File: src/rtl/flappy_pkg.sv
`default_nettype none
// ============================================================================
//  Module   : flappy_pkg
//  Brief    : Screen/sprite constants, pipe word layout and game state codes
//             shared by the pipe scheduler and the display block.
//  Revision : 1.0
// ============================================================================
package flappy_pkg;

    localparam int SCREEN_W = 640;
    localparam int SCREEN_H = 480;
    localparam int PIPE_W   = 50;
    localparam int CHAR_W   = 16;
    localparam int CHAR_H   = 16;
    localparam int MARIO_X  = 70;

    localparam int HEIGHT_LSB = 0;
    localparam int ADDR_LSB   = 10;
    localparam int GAP_LSB    = 20;
    localparam int VIS_BIT    = 31;

    typedef logic [1:0] state_t;
    localparam state_t ST_IDLE   = 2'd0;
    localparam state_t ST_RUN    = 2'd1;
    localparam state_t ST_FREEZE = 2'd2;

    // Bits [30:28] stay zero.
    function automatic logic [31:0] pipe_word(input logic       vis,
                                              input logic [7:0] gap,
                                              input logic [9:0] addr,
                                              input logic [9:0] h);
        logic [31:0] w;
        w                    = '0;
        w[HEIGHT_LSB +: 10]  = h;
        w[ADDR_LSB   +: 10]  = addr;
        w[GAP_LSB    +: 8]   = gap;
        w[VIS_BIT]           = vis;
        return w;
    endfunction

endpackage
`default_nettype wire

File: src/rtl/pipe_lfsr.sv
`default_nettype none
// ============================================================================
//  Module   : pipe_lfsr
//  Brief    : 16-bit Fibonacci LFSR (taps 16,14,13,11), free-running.
//  Revision : 1.0
// ============================================================================
module pipe_lfsr #(
    parameter logic [15:0] SEED = 16'hACE1
) (
    input  logic        clk,
    input  logic        clrn,
    output logic [15:0] lfsr
);

    logic [15:0] r_lfsr;
    logic        w_fb;

    assign w_fb = r_lfsr[15] ^ r_lfsr[13] ^ r_lfsr[12] ^ r_lfsr[10];

    always_ff @(posedge clk or negedge clrn) begin
        if (!clrn) begin
            r_lfsr <= SEED;
        end else begin
            r_lfsr <= {r_lfsr[14:0], w_fb};
        end
    end

    assign lfsr = r_lfsr;

endmodule
`default_nettype wire

File: src/rtl/pipe_scheduler.sv
`default_nettype none
// ============================================================================
//  Module   : pipe_scheduler
//  Brief    : Scrolls and respawns three pipe groups, keeps score and a
//             sticky collision flag against the mario sprite column.
//  Revision : 1.0
// ============================================================================
module pipe_scheduler #(
    parameter int          SCREEN_W  = flappy_pkg::SCREEN_W,
    parameter int          PIPE_W    = flappy_pkg::PIPE_W,
    parameter int          SPACING   = 230,
    parameter int          SPEED     = 2,
    parameter int          H_MIN     = 100,
    parameter int          GAP       = 100,
    parameter int          MARIO_X   = flappy_pkg::MARIO_X,
    parameter int          CHAR_W    = flappy_pkg::CHAR_W,
    parameter int          CHAR_H    = flappy_pkg::CHAR_H,
    parameter int          SCREEN_H  = flappy_pkg::SCREEN_H,
    parameter int          PARK_X    = 700,
    parameter logic [15:0] SEED      = 16'hACE1,
    parameter int          SCORE_MAX = 9999
) (
    input  logic        clk,
    input  logic        clrn,
    input  logic        tick,
    input  logic        start,
    input  logic        stop,
    input  logic [9:0]  mario_y,
    output logic [31:0] pipe_1,
    output logic [31:0] pipe_2,
    output logic [31:0] pipe_3,
    output logic [15:0] score,
    output logic        score_pulse,
    output logic        hit,
    output logic [1:0]  state
);
    import flappy_pkg::*;

    localparam logic signed [11:0] c_park_pos  = 12'(SCREEN_W + 2 * SPACING);
    localparam logic signed [11:0] c_screen_w  = 12'(SCREEN_W);
    localparam logic signed [11:0] c_pipe_w    = 12'(PIPE_W);
    localparam logic signed [11:0] c_neg_pw    = 12'(-PIPE_W);
    localparam logic signed [11:0] c_speed     = 12'(SPEED);
    localparam logic signed [11:0] c_loop      = 12'(3 * SPACING);
    localparam logic signed [11:0] c_mario_x   = 12'(MARIO_X);
    localparam logic signed [11:0] c_mario_r   = 12'(MARIO_X + CHAR_W - 1);
    localparam logic [9:0]         c_h_min     = 10'(H_MIN);
    localparam logic [7:0]         c_gap       = 8'(GAP);
    localparam logic [9:0]         c_park_x    = 10'(PARK_X);
    localparam logic [15:0]        c_score_max = 16'(SCORE_MAX);

    state_t           r_state;
    state_t           w_state_next;
    logic             w_init;
    logic             w_advance;
    logic [15:0]      w_lfsr;
    logic [2:0][7:0]  w_rnd;
    logic [2:0][31:0] w_words;
    logic [2:0]       w_score;
    logic [2:0]       w_col;
    logic [10:0]      w_my_top;
    logic [10:0]      w_my_bot;
    logic             w_floor;
    logic [15:0]      r_score;
    logic             r_pulse;
    logic             r_hit;

    pipe_lfsr #(.SEED(SEED)) u_lfsr (
        .clk  (clk),
        .clrn (clrn),
        .lfsr (w_lfsr)
    );

    // Distinct slices so pipes respawning on the same tick differ in height.
    assign w_rnd = {w_lfsr[15:8], w_lfsr[11:4], w_lfsr[7:0]};

    always_ff @(posedge clk or negedge clrn) begin
        if (!clrn) begin
            r_state <= ST_IDLE;
        end else begin
            r_state <= w_state_next;
        end
    end

    always_comb begin
        w_state_next = r_state;
        case (r_state)
            ST_IDLE:   if (start) w_state_next = ST_RUN;
            ST_RUN:    if (start) w_state_next = ST_RUN;
                       else if (stop) w_state_next = ST_FREEZE;
            ST_FREEZE: if (start) w_state_next = ST_RUN;
            default:   w_state_next = ST_IDLE;
        endcase
    end

    always_comb begin
        w_init    = 1'b0;
        w_advance = 1'b0;
        case (r_state)
            ST_IDLE, ST_FREEZE: w_init = start;
            ST_RUN: begin
                w_init    = start;
                w_advance = tick & ~start;
            end
            default: ;
        endcase
    end

    assign w_my_top = {1'b0, mario_y};
    assign w_my_bot = w_my_top + 11'(CHAR_H);
    assign w_floor  = w_my_bot > 11'(SCREEN_H);

    for (genvar gi = 0; gi < 3; gi++) begin : g_pipe
        logic signed [11:0] r_pos;
        logic [9:0]         r_h;
        logic signed [11:0] w_step;
        logic signed [11:0] w_new;
        logic               w_wrap;
        logic [9:0]         w_h_new;
        logic [10:0]        w_h_bot;
        logic               w_vis;

        assign w_step  = r_pos - c_speed;
        assign w_wrap  = w_step < c_neg_pw;
        assign w_new   = w_wrap ? w_step + c_loop : w_step;
        assign w_h_new = w_wrap ? c_h_min + {2'b00, w_rnd[gi]} : r_h;
        assign w_h_bot = {1'b0, w_h_new} + {3'b000, c_gap};

        assign w_score[gi] = (r_pos + c_pipe_w >= c_mario_x) &&
                             (w_new + c_pipe_w < c_mario_x);
        assign w_col[gi]   = (w_new < c_screen_w) && (w_new <= c_mario_r) &&
                             (w_new + c_pipe_w > c_mario_x) &&
                             ((w_my_top < {1'b0, w_h_new}) || (w_my_bot > w_h_bot));

        always_ff @(posedge clk or negedge clrn) begin
            if (!clrn) begin
                r_pos <= c_park_pos;
                r_h   <= c_h_min;
            end else if (w_init) begin
                r_pos <= 12'(SCREEN_W + gi * SPACING);
                r_h   <= c_h_min + {2'b00, w_lfsr[7:0]};
            end else if (w_advance) begin
                r_pos <= w_new;
                r_h   <= w_h_new;
            end
        end

        // Negative positions wrap through [9:0] so the display draws a partial pipe.
        assign w_vis       = r_pos < c_screen_w;
        assign w_words[gi] = pipe_word(w_vis, c_gap, w_vis ? r_pos[9:0] : c_park_x, r_h);
    end

    always_ff @(posedge clk or negedge clrn) begin
        if (!clrn) begin
            r_score <= '0;
            r_pulse <= 1'b0;
            r_hit   <= 1'b0;
        end else begin
            r_pulse <= w_advance && (|w_score);
            if (w_init) begin
                r_score <= '0;
                r_hit   <= 1'b0;
            end else if (w_advance) begin
                if ((|w_score) && (r_score < c_score_max)) begin
                    r_score <= r_score + 16'd1;
                end
                if ((|w_col) || w_floor) begin
                    r_hit <= 1'b1;
                end
            end
        end
    end

    assign pipe_1      = w_words[0];
    assign pipe_2      = w_words[1];
    assign pipe_3      = w_words[2];
    assign score       = r_score;
    assign score_pulse = r_pulse;
    assign hit         = r_hit;
    assign state       = r_state;

endmodule
`default_nettype wire

File: config.mk
export PLATFORM = sky130hd
export DESIGN_NAME = pipe_scheduler
export DESIGN_NICKNAME = d
export VERILOG_FILES = /design/src/rtl/flappy_pkg.sv /design/src/rtl/pipe_lfsr.sv /design/src/rtl/pipe_scheduler.sv
export SDC_FILE = /design/constraint.sdc
export NUM_CORES = 1
export LEC_CHECK = 0
export CAP_MARGIN = 20
export CORE_MARGIN = 3
export CORE_UTILIZATION = 40
export CTS_BUF_LIST = sky130_fd_sc_hd__clkbuf_16
export DETAILED_ROUTE_END_ITERATION = 16
export PLACE_DENSITY_LB_ADDON = 0.15
export REMOVE_ABC_BUFFERS = 1
export SYNTH_ARGS = -nofsm -noshare
export SYNTH_HDL_FRONTEND = slang
export SYNTH_SLANG_ARGS = --single-unit
File: constraint.sdc
create_clock -name clk -period 7.3 [get_ports clk]
set_input_delay 2.19 -clock clk [delete_from_list [all_inputs] [get_ports clk]]
set_output_delay 2.19 -clock clk [all_outputs]
set_load 0.03 [all_outputs]
==> out/metrics.yaml, run 1 <==
yosys:
  yosysMostFrequentCell: "nand2_1"
  async_reset_ff_share_pct: 100.0
  ys_warn_count: 0
  syn_area_um2: 10760
  synth_area_per_cell_um2: 7.850
  synthTopCellsByArea: "dfrtp_1 (16%), ha_1 (10%), dfstp_2 (7.1%), xnor2_1 (5.9%), a21oi_1 (5.0%)"
  yosysTopAreaCellShare_pct: 16.28
  ys.flop_type: "dfrtp_1"
  synth.ff_latch_count: 99
  synth_common_cells: "nand2_1 (126), nor2_1 (111), a21oi_1 (108)"
  yosys.area.top_type: "dfrtp_1"
  synth.distinct_cells: 94
  synth-edff-count: 0
  ys_seq_area_share_pct: 23.36
  synth_cells: 1371
clock_network:
  clock_sinks: 99
  postCtsHoldBufs: 0
  clock_latency_ns: 0.37
  cts_resized: 0
  cts_tree: "done"
  path_clk_slew_ns: 0.08
  htree_levels: 3
  cts_buffers: 9
  cts_setup_buffers: 0
  cts-root-buf: "clkbuf_16"
  ctsLongestPathBuffers: 2
detailed_routing:
  top_layer_used: "met4"
  drt_pre_antenna_iters: 5
  wl_met3_um: 1789
  routedWlPerCell_um: 19.09
  finalWirelength_um: 33570
  wl_met2_um: 15460
  via_per_inst: 5.955
  drcViolationCount: 0
  vias: 10470
  first_iter_violations: 836
  wl_met1_um: 15800
  drtAntennaViolNets: 0
worst_setup_path:
  start_kind: "flip-flop"
  path_cells: "inv_1 > ha_1 > or4b_2 > a2111oi_1 > a211oi_2 > o31ai_4 > buf_4 > mux2i_1 > ha_1 > nor2b_1 > o21bai_1 > nand2b_1 > maj3_1 > o31ai_1 > o21ai_0 > a2111o_1 > a21oi_1 > o211ai_1 > a32oi_1"
  criticalPathCategory: "reg -> reg"
  cpMostUsedCell: "ha_1"
  timing.rr.start: "g_pipe[1].r_pos[1]"
  cp_data_required_time_ns: 7.59
  cpMaxStageDelayCell: "dfrtp_1"
  end_kind: "flip-flop"
  startpoint: "g_pipe[1].r_pos[1]"
  slowest_delay_ns: 0.62
  critPathBufInv: 2
  cp_max_fo: 28
  cp.arrival_ns: 6.33
  critical-path-top-delay-family: "compound AO/OA/AOI/OAI gates"
floorplanning:
  die_h_um: 170.0
  core_region_area_um2: 26280
  io_pins: 131
  fp.dieW_um: 170.0
  rows: 59
  start_util_pct: 40.95
  die_area_um2: 28910
finish:
  fill_cells: 2660
  diodes: 0
  drive_gt1_share_pct: 6.817
  multi_input_area_um2: 7631
  finalInstanceArea_um2: 12120
  nNetsFinal: 1519
  fin_cells: 1758
  area_growth_pct: 12.64
  seq_area_um2: 2514
flow_run:
  max_cap_violations: 0
pwr:
  p_leak_nw: 4.887
  peakVddDrop_mv: 0.1118
  powerDensity_nw_per_um2: 198.3
sta:
  slew_violations: 0
  fin_skew_ns: 0.009838
  fin_crit_sh_pct: 82.64
  setup_viol: 0
  clock.fmax_mhz: 165.8
  setup_slack_ns: 1.268
  worst_pin_slew_ns: 1.094
  hold_ws_ns: 0.4098
  hold_viol_final: 0
  slew_headroom_pct: 26.98
  post-route-min-period_ns: 6.032
  rsz0062_at_grt: "false"
  tns_ns: 0
place:
  gp_congestion: 0.8891
  port_buffers: 94
  placedCellCount: 1741
  dpl-instance-area_um2: 11800
  dp_hpwl_um: 25240
  post-place-ws_ns: 1.045
global_route:
  grt.total_usage_pct: 23.04
  gr-total-overflow: 0
  grt_max_degree: 57
  antenna_found_initial: 0
  grt_pass1_wl_um: 54610
  grt_pass1_vias: 9876
outcome:
  outcome: "completed"
worst_hold_path:
  hold_path_class: "reg -> reg"
  worstHoldStart: "u_lfsr.lfsr[5]"
==> path summary, 6_finish.rpt <==
kind / to / slack (ns) / cells after the start
max: hit / 1.27 / 19
min: u_lfsr.lfsr[6] / 0.41 / 0
max reg2reg: hit / 1.27 / 19
min reg2reg: u_lfsr.lfsr[6] / 0.41 / 0
max in group asynchronous: g_pipe[1].r_pos[5] / 4.31 / 2
min in group asynchronous: g_pipe[0].r_h[9] / 1.81 / 1
==> routing by layer <==
metal  vias to the layer above  GRT usage, %
met1                      5043         32.69
met3                        33         3.113
met5                         -             0
li1                       5079             -
met2                       314         37.60
met4                         0         4.938
==> through the flow <==
stage,power (W),utilization (%)
floorplan,0.001537,-
global placement,0.001868,44.88
detailed placement,0.001870,44.88
CTS,0.002401,46.09
global route,0.002580,46.13
finish,0.002404,46.13
==> power by group <==
| group | internal, W | switching (W) | leakage, nW |
|---|---|---|---|
| Sequential | 0.000584 | 0.0000628 | 1.24 |
| Clock | 0.000249 | 0.000267 | 0.154 |
| Combinational | 0.000428 | 0.000814 | 3.49 |
==> placed cells by master (no fill, tap or decap), types with 7 or more instances in the layout <==
cell type / synthesis / routed
dfrtp_1: 70 / 70
nand3_1: 39 / 39
a211oi_1: 12 / 12
xnor2_1: 73 / 73
inv_1: 50 / 50
conb_1: 2 / 36
o211ai_1: 17 / 17
xor2_1: 33 / 33
or3_1: 9 / 9
a21oi_1: 108 / 108
a211o_1: 8 / 8
nand4_1: 36 / 36
ha_1: 86 / 86
or4_1: 17 / 17
clkdlybuf4s50_1: 0 / 93
buf_4: 39 / 15
a21o_1: 14 / 14
nor2_1: 111 / 110
and2_1: 14 / 14
a31oi_1: 20 / 20
o22ai_1: 12 / 12
mux2i_1: 14 / 14
nand2_1: 126 / 126
o21bai_1: 7 / 7
nor2b_1: 17 / 17
o31ai_1: 20 / 19
o21ai_0: 94 / 94
o21a_1: 15 / 15
nand2b_1: 11 / 11
nand3b_1: 7 / 7
dfstp_2: 29 / 29
clkbuf_16: 0 / 9
and3_1: 16 / 16
or2_2: 16 / 16
nor4_1: 10 / 10
nor3_1: 24 / 24
==> state kept, by name (all words and copies together) (netlist names) <==
register	flops
g_pipe.r_h	30
g_pipe.r_pos	33
hit	1
score	16
score_pulse	1
state	2
u_lfsr.lfsr	16
==> area by class of cell <==
| type | instances | area share, % |
|---|---|---|
| multi-input cells | 1149 | 62.95 |
| clock inverters | 7 | 0.7534 |
| clock buffers | 9 | 1.858 |
| flip-flops and latches | 99 | 20.73 |
| inverters | 50 | 1.548 |
| repair buffers | 109 | 8.701 |
| well taps | 335 | 3.458 |
==> worst reg2reg max path, cell delays in order, from the launching register on <==
cell and delay [ns]:
dfrtp_1 0.62, inv_1 0.34, ha_1 0.35, or4b_2 0.61, a2111oi_1 0.46, a211oi_2 0.16
o31ai_4 0.27, buf_4 0.36, mux2i_1 0.34, ha_1 0.30, nor2b_1 0.15, o21bai_1 0.12
nand2b_1 0.07, maj3_1 0.37, o31ai_1 0.27, o21ai_0 0.16, a2111o_1 0.44, a21oi_1 0.25
o211ai_1 0.13, a32oi_1 0.21
==> cells by family after synthesis <==
| logic type | count (synthesis) | synth area share (%) |
|---|---|---|
| compound gates | 421 | 26.24 |
| fa+ha+maj | 89 | 10.28 |
| buf+inv | 157 | 7.080 |
| flops | 99 | 23.36 |
| mux | 14 | 1.302 |
| simple gates | 481 | 22.68 |
| xor+xnor | 108 | 8.998 |
| other cells | 2 | 0.06978 |
No activity file was read; power rests on OpenSTA's default activity.
==> run 2, diff against run 1 <==
==> constraint.sdc (replaced) <==
create_clock -name clk -period 6.05 [get_ports clk]
set_input_delay 1.815 -clock clk [delete_from_list [all_inputs] [get_ports clk]]
set_output_delay 1.815 -clock clk [all_outputs]
set_load 0.03 [all_outputs]
==> out/metrics.yaml, run 2 (synthesized netlist as in run 1, its figures left out) <==
pwr:
  power_switching_w: 0.001371  # +20%
  power.clock.fraction_pct: 20.7  # -0.8 points
  p_comb_share_pct: 53.1  # +1.5 points
  peakVddDrop_mv: 0.1426  # +28%
  p_leak_nw: 4.906  # +0.38%
  p_total_w: 0.002900  # +21%
  p_seq_share_pct: 26.3  # -0.6 points
  power.internal_w: 0.001530  # +21%
  powerDensity_nw_per_um2: 238.7  # +20%
  switching_share_pct: 47.26  # -0.32 points
finish:
  nNetsFinal: 1524  # +0.33%
  area_growth_pct: 12.87
  final_cell_mix: "nand2_1 (126), nor2_1 (110), a21oi_1 (108)"
  drive_gt1_share_pct: 7.143  # +0.33 points
  regMostFlops: "g_pipe.r_pos"
  largest_reg_flops: 33  # unchanged
  diodes: 0  # unchanged
  fin_util_pct: 46.22  # +0.095 points
  reg.largest.list: "g_pipe.r_pos (33), g_pipe.r_h (30)"
  final_common_cell: "nand2_1"
place:
  post-place-ws_ns: 0.5684  # -0.4762 ns
  gp_congestion: 0.9137  # +2.8%
  port_buffers: 94  # unchanged
  dp_hpwl_um: 25330  # +0.34%
detailed_routing:
  drt_pre_antenna_iters: 5  # unchanged
  wl_met1_um: 15900  # +0.65%
  first_iter_violations: 871  # +4.2%
  wl_met2_um: 15230  # -1.4%
  drtAntennaViolNets: 0  # unchanged
  finalWirelength_um: 33890  # +0.95%
  routedWlPerCell_um: 19.22  # +0.66%
  vias: 10540  # +0.66%
  via_per_inst: 5.977  # +0.37%
  wl_met3_um: 1983  # +11%
  drcViolationCount: 0  # unchanged
  top_layer_used: "met4"
sta:
  clock.fmax_mhz: 179.2  # +8.1%
  slew_headroom_pct: 30.92  # +3.9 points
  setup_viol: 0  # unchanged
  post-route-min-period_ns: 5.579  # -0.4532 ns
  fin_skew_ns: 0.007908  # -0.001930 ns
  hold_ws_ns: 0.4100  # +0.0002350 ns
  rsz0062_at_grt: "false"
  worst_pin_slew_ns: 1.025  # -0.06870 ns
  slew_violations: 0  # unchanged
  fin_crit_sh_pct: 92.22  # +9.6 points
  hold_viol_final: 0  # unchanged
  setup_slack_ns: 0.4708  # -0.7968 ns
worst_setup_path:
  cp.arrival_ns: 5.84  # -0.49 ns
  path_cells: "inv_1 > ha_1 > or4b_1 > or4_4 > and2_1 > a31oi_4 > xnor2_2 > ha_1 > xor3_1 > a211oi_1 > o21ai_0 > a211oi_1 > a211oi_2 > a2111oi_4 > buf_12 > nor4_1 > a21o_1"
  critical-path-top-delay-family: "compound AO/OA/AOI/OAI gates"
  end_kind: "flip-flop"
  cpMaxStageDelayCell: "or4b_1"
  rr_worst_depth: 17  # -2
  slowest_delay_ns: 0.59  # -0.03 ns
  cp_max_fo: 28  # unchanged
  cp_data_required_time_ns: 6.31  # -1.28 ns
  critPathBufInv: 2  # unchanged
  criticalPathCategory: "reg -> reg"
  start_kind: "flip-flop"
  cp.depth: 17  # -2
flow_run:
  max_cap_violations: 0  # unchanged
floorplanning:
  rows: 59  # unchanged
  die_area_um2: 28910  # unchanged
  io_pins: 131  # unchanged
  core_region_area_um2: 26280  # unchanged
  start_util_pct: 40.95  # unchanged
  die_h_um: 170.0  # unchanged
  fp.dieW_um: 170.0  # unchanged
clock_network:
  postCtsHoldBufs: 0  # unchanged
  ctsLongestPathBuffers: 2  # unchanged
  cts_buffers: 9  # unchanged
  cts-root-buf: "clkbuf_16"
  cts_resized: 0  # unchanged
  clock_sinks: 99  # unchanged
  htree_levels: 3  # unchanged
  clock_latency_ns: 0.36  # about the same
  path_clk_slew_ns: 0.08  # about the same
  cts_tree: "done"
  cts_setup_buffers: 0  # unchanged
global_route:
  gr-total-overflow: 0  # unchanged
  grt_max_degree: 57  # unchanged
  antenna_found_initial: 0  # unchanged
  grt_pass1_wl_um: 53720  # -1.6%
  grt.total_usage_pct: 22.97  # -0.077 points
  grt_pass1_vias: 9770  # -1.1%
outcome:
  outcome: "completed"
worst_hold_path:
  hold_path_class: "reg -> reg"
  min_path_cells: 0  # unchanged
run 2: path summary, 6_finish.rpt:
kind	start	endpoint	slack, ns
worst max-delay path	g_pipe[1].r_pos[2]	score[13]	0.47
worst min-delay path	u_lfsr.lfsr[5]	u_lfsr.lfsr[6]	0.41
worst max register to register	g_pipe[1].r_pos[2]	score[13]	0.47
worst min register to register	u_lfsr.lfsr[5]	u_lfsr.lfsr[6]	0.41
max in group asynchronous	clrn	g_pipe[2].r_pos[5]	3.42
min in group asynchronous	clrn	g_pipe[0].r_pos[7]	1.54
run 2: layer usage:
metal / up-vias / global-route usage, %
li1: 5092 / -
met1: 5038 / 33.23
met2: 365 / 36.22
met3: 43 / 3.136
met4: 0 / 5.820
met5: - / 0
run 2: layout make-up:
type                    count  area (um^2)
repair buffers            114         1101
clock buffers               9        225.2
multi-input cells        1149         7631
well taps                 335        419.2
inverters                  50        187.7
flip-flops and latches     99         2514
fillers                  2600        14130
clock inverters             7        70.07
run 2: per-stage QoR:
step,area (um^2),std cells,setup TNS (ns)
2_1_floorplan,10320,1298,-13.08
3_3_place_gp,11850,1747,0
3_5_place_dp,11850,1747,0
4_1_cts,12150,1763,0
5_1_grt,12150,1763,0
6_report,12150,1763,0
run 2: power groups by stage:
stage	sequential [W]	clock, W	combinational, W
2_1_floorplan	0.000800	0	0.00106
3_3_place_gp	0.000772	0	0.00151
3_5_place_dp	0.000773	0	0.00151
4_1_cts	0.000761	0.000623	0.00152
5_1_grt	0.000770	0.000646	0.00171
6_report	0.000762	0.000600	0.00154
==> run 3, diff against run 2 <==
--- a/config.mk
+++ b/config.mk
@@ -5,6 +5,7 @@
 export SDC_FILE = /design/constraint.sdc
 export NUM_CORES = 1
 export LEC_CHECK = 0
+export ABC_AREA = 1
 export CAP_MARGIN = 20
 export CORE_MARGIN = 3
 export CORE_UTILIZATION = 40
==> out/metrics.yaml, run 3 <==
sta:
  hold_viol_final: 0  # unchanged
  tns_ns: 0  # unchanged
  post-route-min-period_ns: 5.148  # -0.4314 ns
  clock.fmax_mhz: 194.3  # +8.4%
  fin_skew_ns: 0.01785  # +0.009938 ns
  slew_violations: 0  # unchanged
  fin_crit_sh_pct: 85.09  # -7.1 points
  worst_pin_slew_ns: 0.8239  # -0.2015 ns
  setup_viol: 0  # unchanged
  rsz0062_at_grt: "false"
  slew_headroom_pct: 45.01  # +14 points
yosys:
  syn_area_um2: 10130  # -5.9%
  yosysMostFrequentCell: "nand2_1"
  synth-edff-count: 0  # unchanged
  synth.distinct_cells: 54  # -43%
  synth.ff_latch_count: 99  # unchanged
  ys_seq_area_share_pct: 24.82  # +1.5 points
  synth_cells: 1499  # +9.3%
  ys_warn_count: 0  # unchanged
  synth_common_cells: "nand2_1 (425), inv_1 (196), nand3_1 (113)"
  async_reset_ff_share_pct: 100.0  # unchanged
  synthTopCellsByArea: "dfrtp_1 (17%), nand2_1 (16%), ha_1 (11%), dfstp_2 (7.5%), inv_1 (7.3%)"
  yosys.area.top_type: "dfrtp_1"
  ys.flop_type: "dfrtp_1"
  yosysTopAreaCellShare_pct: 17.30  # +1.0 points
  synth_area_per_cell_um2: 6.756  # -14%
global_route:
  grt_pass1_vias: 9293  # -4.9%
  grt_pass1_wl_um: 48040  # -11%
  antenna_found_initial: 0  # unchanged
  grt_max_degree: 52  # -8.8%
  grt.total_usage_pct: 22.06  # -0.90 points
  gr-total-overflow: 0  # unchanged
floorplanning:
  io_pins: 131  # unchanged
  fp.dieW_um: 165.1  # -2.9%
  die_h_um: 165.1  # -2.9%
  die_area_um2: 27260  # -5.7%
  start_util_pct: 41.16  # +0.21 points
  rows: 57  # -3.4%
  core_region_area_um2: 24600  # -6.4%
pwr:
  power_switching_w: 0.0008869  # -35%
  peakVddDrop_mv: 0.1238  # -13%
  p_seq_share_pct: 33.8  # +7.5 points
  p_leak_nw: 5.888  # +20%
  powerDensity_nw_per_um2: 184.8  # -23%
  p_comb_share_pct: 37.3  # -16 points
  power.clock.fraction_pct: 28.9  # +8.2 points
  power.internal_w: 0.001247  # -18%
  switching_share_pct: 41.57  # -5.7 points
worst_setup_path:
  cp_data_required_time_ns: 6.35  # +0.04 ns
  timing.rr.start: "g_pipe[1].r_pos[2]"
  worstReg2RegEnd: "hit"
  cpMostUsedCell: "nand2_1"
  startpoint: "g_pipe[1].r_pos[2]"
  reg2reg_slack_ns: 0.90  # +0.43 ns
  criticalPathCategory: "reg -> reg"
  cp.arrival_ns: 5.45  # -0.39 ns
  slowest_delay_ns: 0.57  # -0.02 ns
  end_kind: "flip-flop"
  crit_end: "hit"
  cp_max_fo: 21  # -25%
  start_kind: "flip-flop"
  rr_worst_depth: 32  # +15
  cpMaxStageDelayCell: "dfstp_2"
place:
  dpl-instance-area_um2: 11240  # -5.1%
  port_buffers: 94  # unchanged
  gp_congestion: 0.8771  # -4.0%
  dp_hpwl_um: 22690  # -10%
finish:
  drive_gt1_share_pct: 8.770  # +1.6 points
  nNetsFinal: 1681  # +10%
  seq_area_um2: 2514  # unchanged
  multi_input_area_um2: 6531  # -14%
  finalInstanceArea_um2: 11550  # -4.9%
  fill_cells: 2570  # -1.2%
  final_common_cell: "nand2_1"
  regMostFlops: "g_pipe.r_pos"
  reg.largest.list: "g_pipe.r_pos (33), g_pipe.r_h (30)"
  diodes: 0  # unchanged
  area_growth_pct: 14.04
  final_cell_mix: "nand2_1 (425), inv_1 (196), nand3_1 (112)"
  largest_reg_flops: 33  # unchanged
clock_network:
  path_clk_slew_ns: 0.09  # about the same
  clock_sinks: 99  # unchanged
  htree_levels: 3  # unchanged
  cts-root-buf: "clkbuf_16"
  cts_resized: 0  # unchanged
  cts_setup_buffers: 0  # unchanged
  ctsLongestPathBuffers: 2  # unchanged
  postCtsHoldBufs: 0  # unchanged
  cts_buffers: 9  # unchanged
  clock_latency_ns: 0.37  # about the same
  cts_tree: "done"
detailed_routing:
  via_per_inst: 5.168  # -14%
  routedWlPerCell_um: 15.54  # -19%
  vias: 9866  # -6.4%
  first_iter_violations: 728  # -16%
  finalWirelength_um: 29670  # -12%
  drt_pre_antenna_iters: 5  # unchanged
  drcViolationCount: 0  # unchanged
  drtAntennaViolNets: 0  # unchanged
worst_hold_path:
  hold_path_class: "reg -> reg"
flow_run:
  max_cap_violations: 0  # unchanged
outcome:
  outcome: "completed"
==> run 3: cell types whose count changed in the layout (fill, tap and decap cells not counted), sizes merged, moves of 17 or more <==
cell,delta
xnor2,-60
o21ai,-27
nand2,+327
nor2b,-17
inv,+161
a21oi,-56
or4,-18
xor2,+28
o31ai,-19
nand4,-20
a31oi,-18
nand3,+77
==> run 3: layout make-up <==
class / count / share of cell area, %
Clock inverter: 7 / 0.6826
Clock buffer: 9 / 1.950
Multi-Input combinational cell: 1157 / 56.55
Tap cell: 324 / 3.510
Inverter: 210 / 6.826
Sequential cell: 99 / 21.77
Timing Repair Buffer: 103 / 8.711
==> run 3: worst min-delay path by stage <==
stage | depth (start not counted) | slack, ns | endpoint | from
after detailed placement | 0 | 0.38 | u_lfsr.lfsr[6] | u_lfsr.lfsr[5]
after global placement | 0 | 0.38 | u_lfsr.lfsr[6] | u_lfsr.lfsr[5]
after CTS | 0 | 0.39 | u_lfsr.lfsr[6] | u_lfsr.lfsr[5]
final | 0 | 0.39 | u_lfsr.lfsr[6] | u_lfsr.lfsr[5]
after floorplan | 0 | 0.37 | u_lfsr.lfsr[6] | u_lfsr.lfsr[5]
after global routing | 0 | 0.39 | u_lfsr.lfsr[6] | u_lfsr.lfsr[5]
==> run 3: stage by stage <==
step                      util (%)  hold WS (ns)  total power [W]  setup WS (ns)  cells
after CTS                    46.94        0.3874         0.002144         0.9556   1909
after detailed placement     45.70        0.3755         0.001520          1.007   1893
final                        46.94        0.3866         0.002134         0.9022   1909
after global routing         46.94        0.3945         0.002288         0.3813   1909
after floorplan                  -        0.3655         0.001295         0.5960   1466
after global placement       45.70        0.3754         0.001515          1.011   1893
==> run 3: power by group through the flow <==
stage                     Combinational [W]  Clock (W)  Sequential [W]
final                              0.000795   0.000616        0.000722
after global routing               0.000902   0.000660        0.000726
after CTS                          0.000791   0.000632        0.000721
after detailed placement           0.000786          0        0.000734
after global placement             0.000782          0        0.000733
after floorplan                    0.000545          0        0.000749
==> run 3: critical path, delay by kind of cell (launching register included) <==
family / cells / cell delay (ns)
AND/OR/NAND/NOR: 22 / 2.64
AO/OA/AOI/OAI: 3 / 0.74
adder cells (fa/ha/maj): 2 / 0.59
flip-flops: 1 / 0.57
buffers and inverters: 5 / 0.52
==> run 3: cells by family after synthesis <==
family	share of synthesized area [%]
AND/OR/NAND/NOR	32.41
buffers and inverters	12.05
AO/OA/AOI/OAI	12.80
flip-flops	24.82
adder cells (fa/ha/maj)	10.63
XOR/XNOR	7.228
other	0.07416
==> run 3: metal layers <==
layer  routed length (um)  vias up  share of wire [%]  GRT usage (%)
met5                    0        -                  0              0
met4                  691        0                2.3          6.291
met3                 1272       35                4.3          2.619
met2                13200      235                 44          34.81
met1                14510     4636                 49          31.79
li1                     -     4960                  -              -
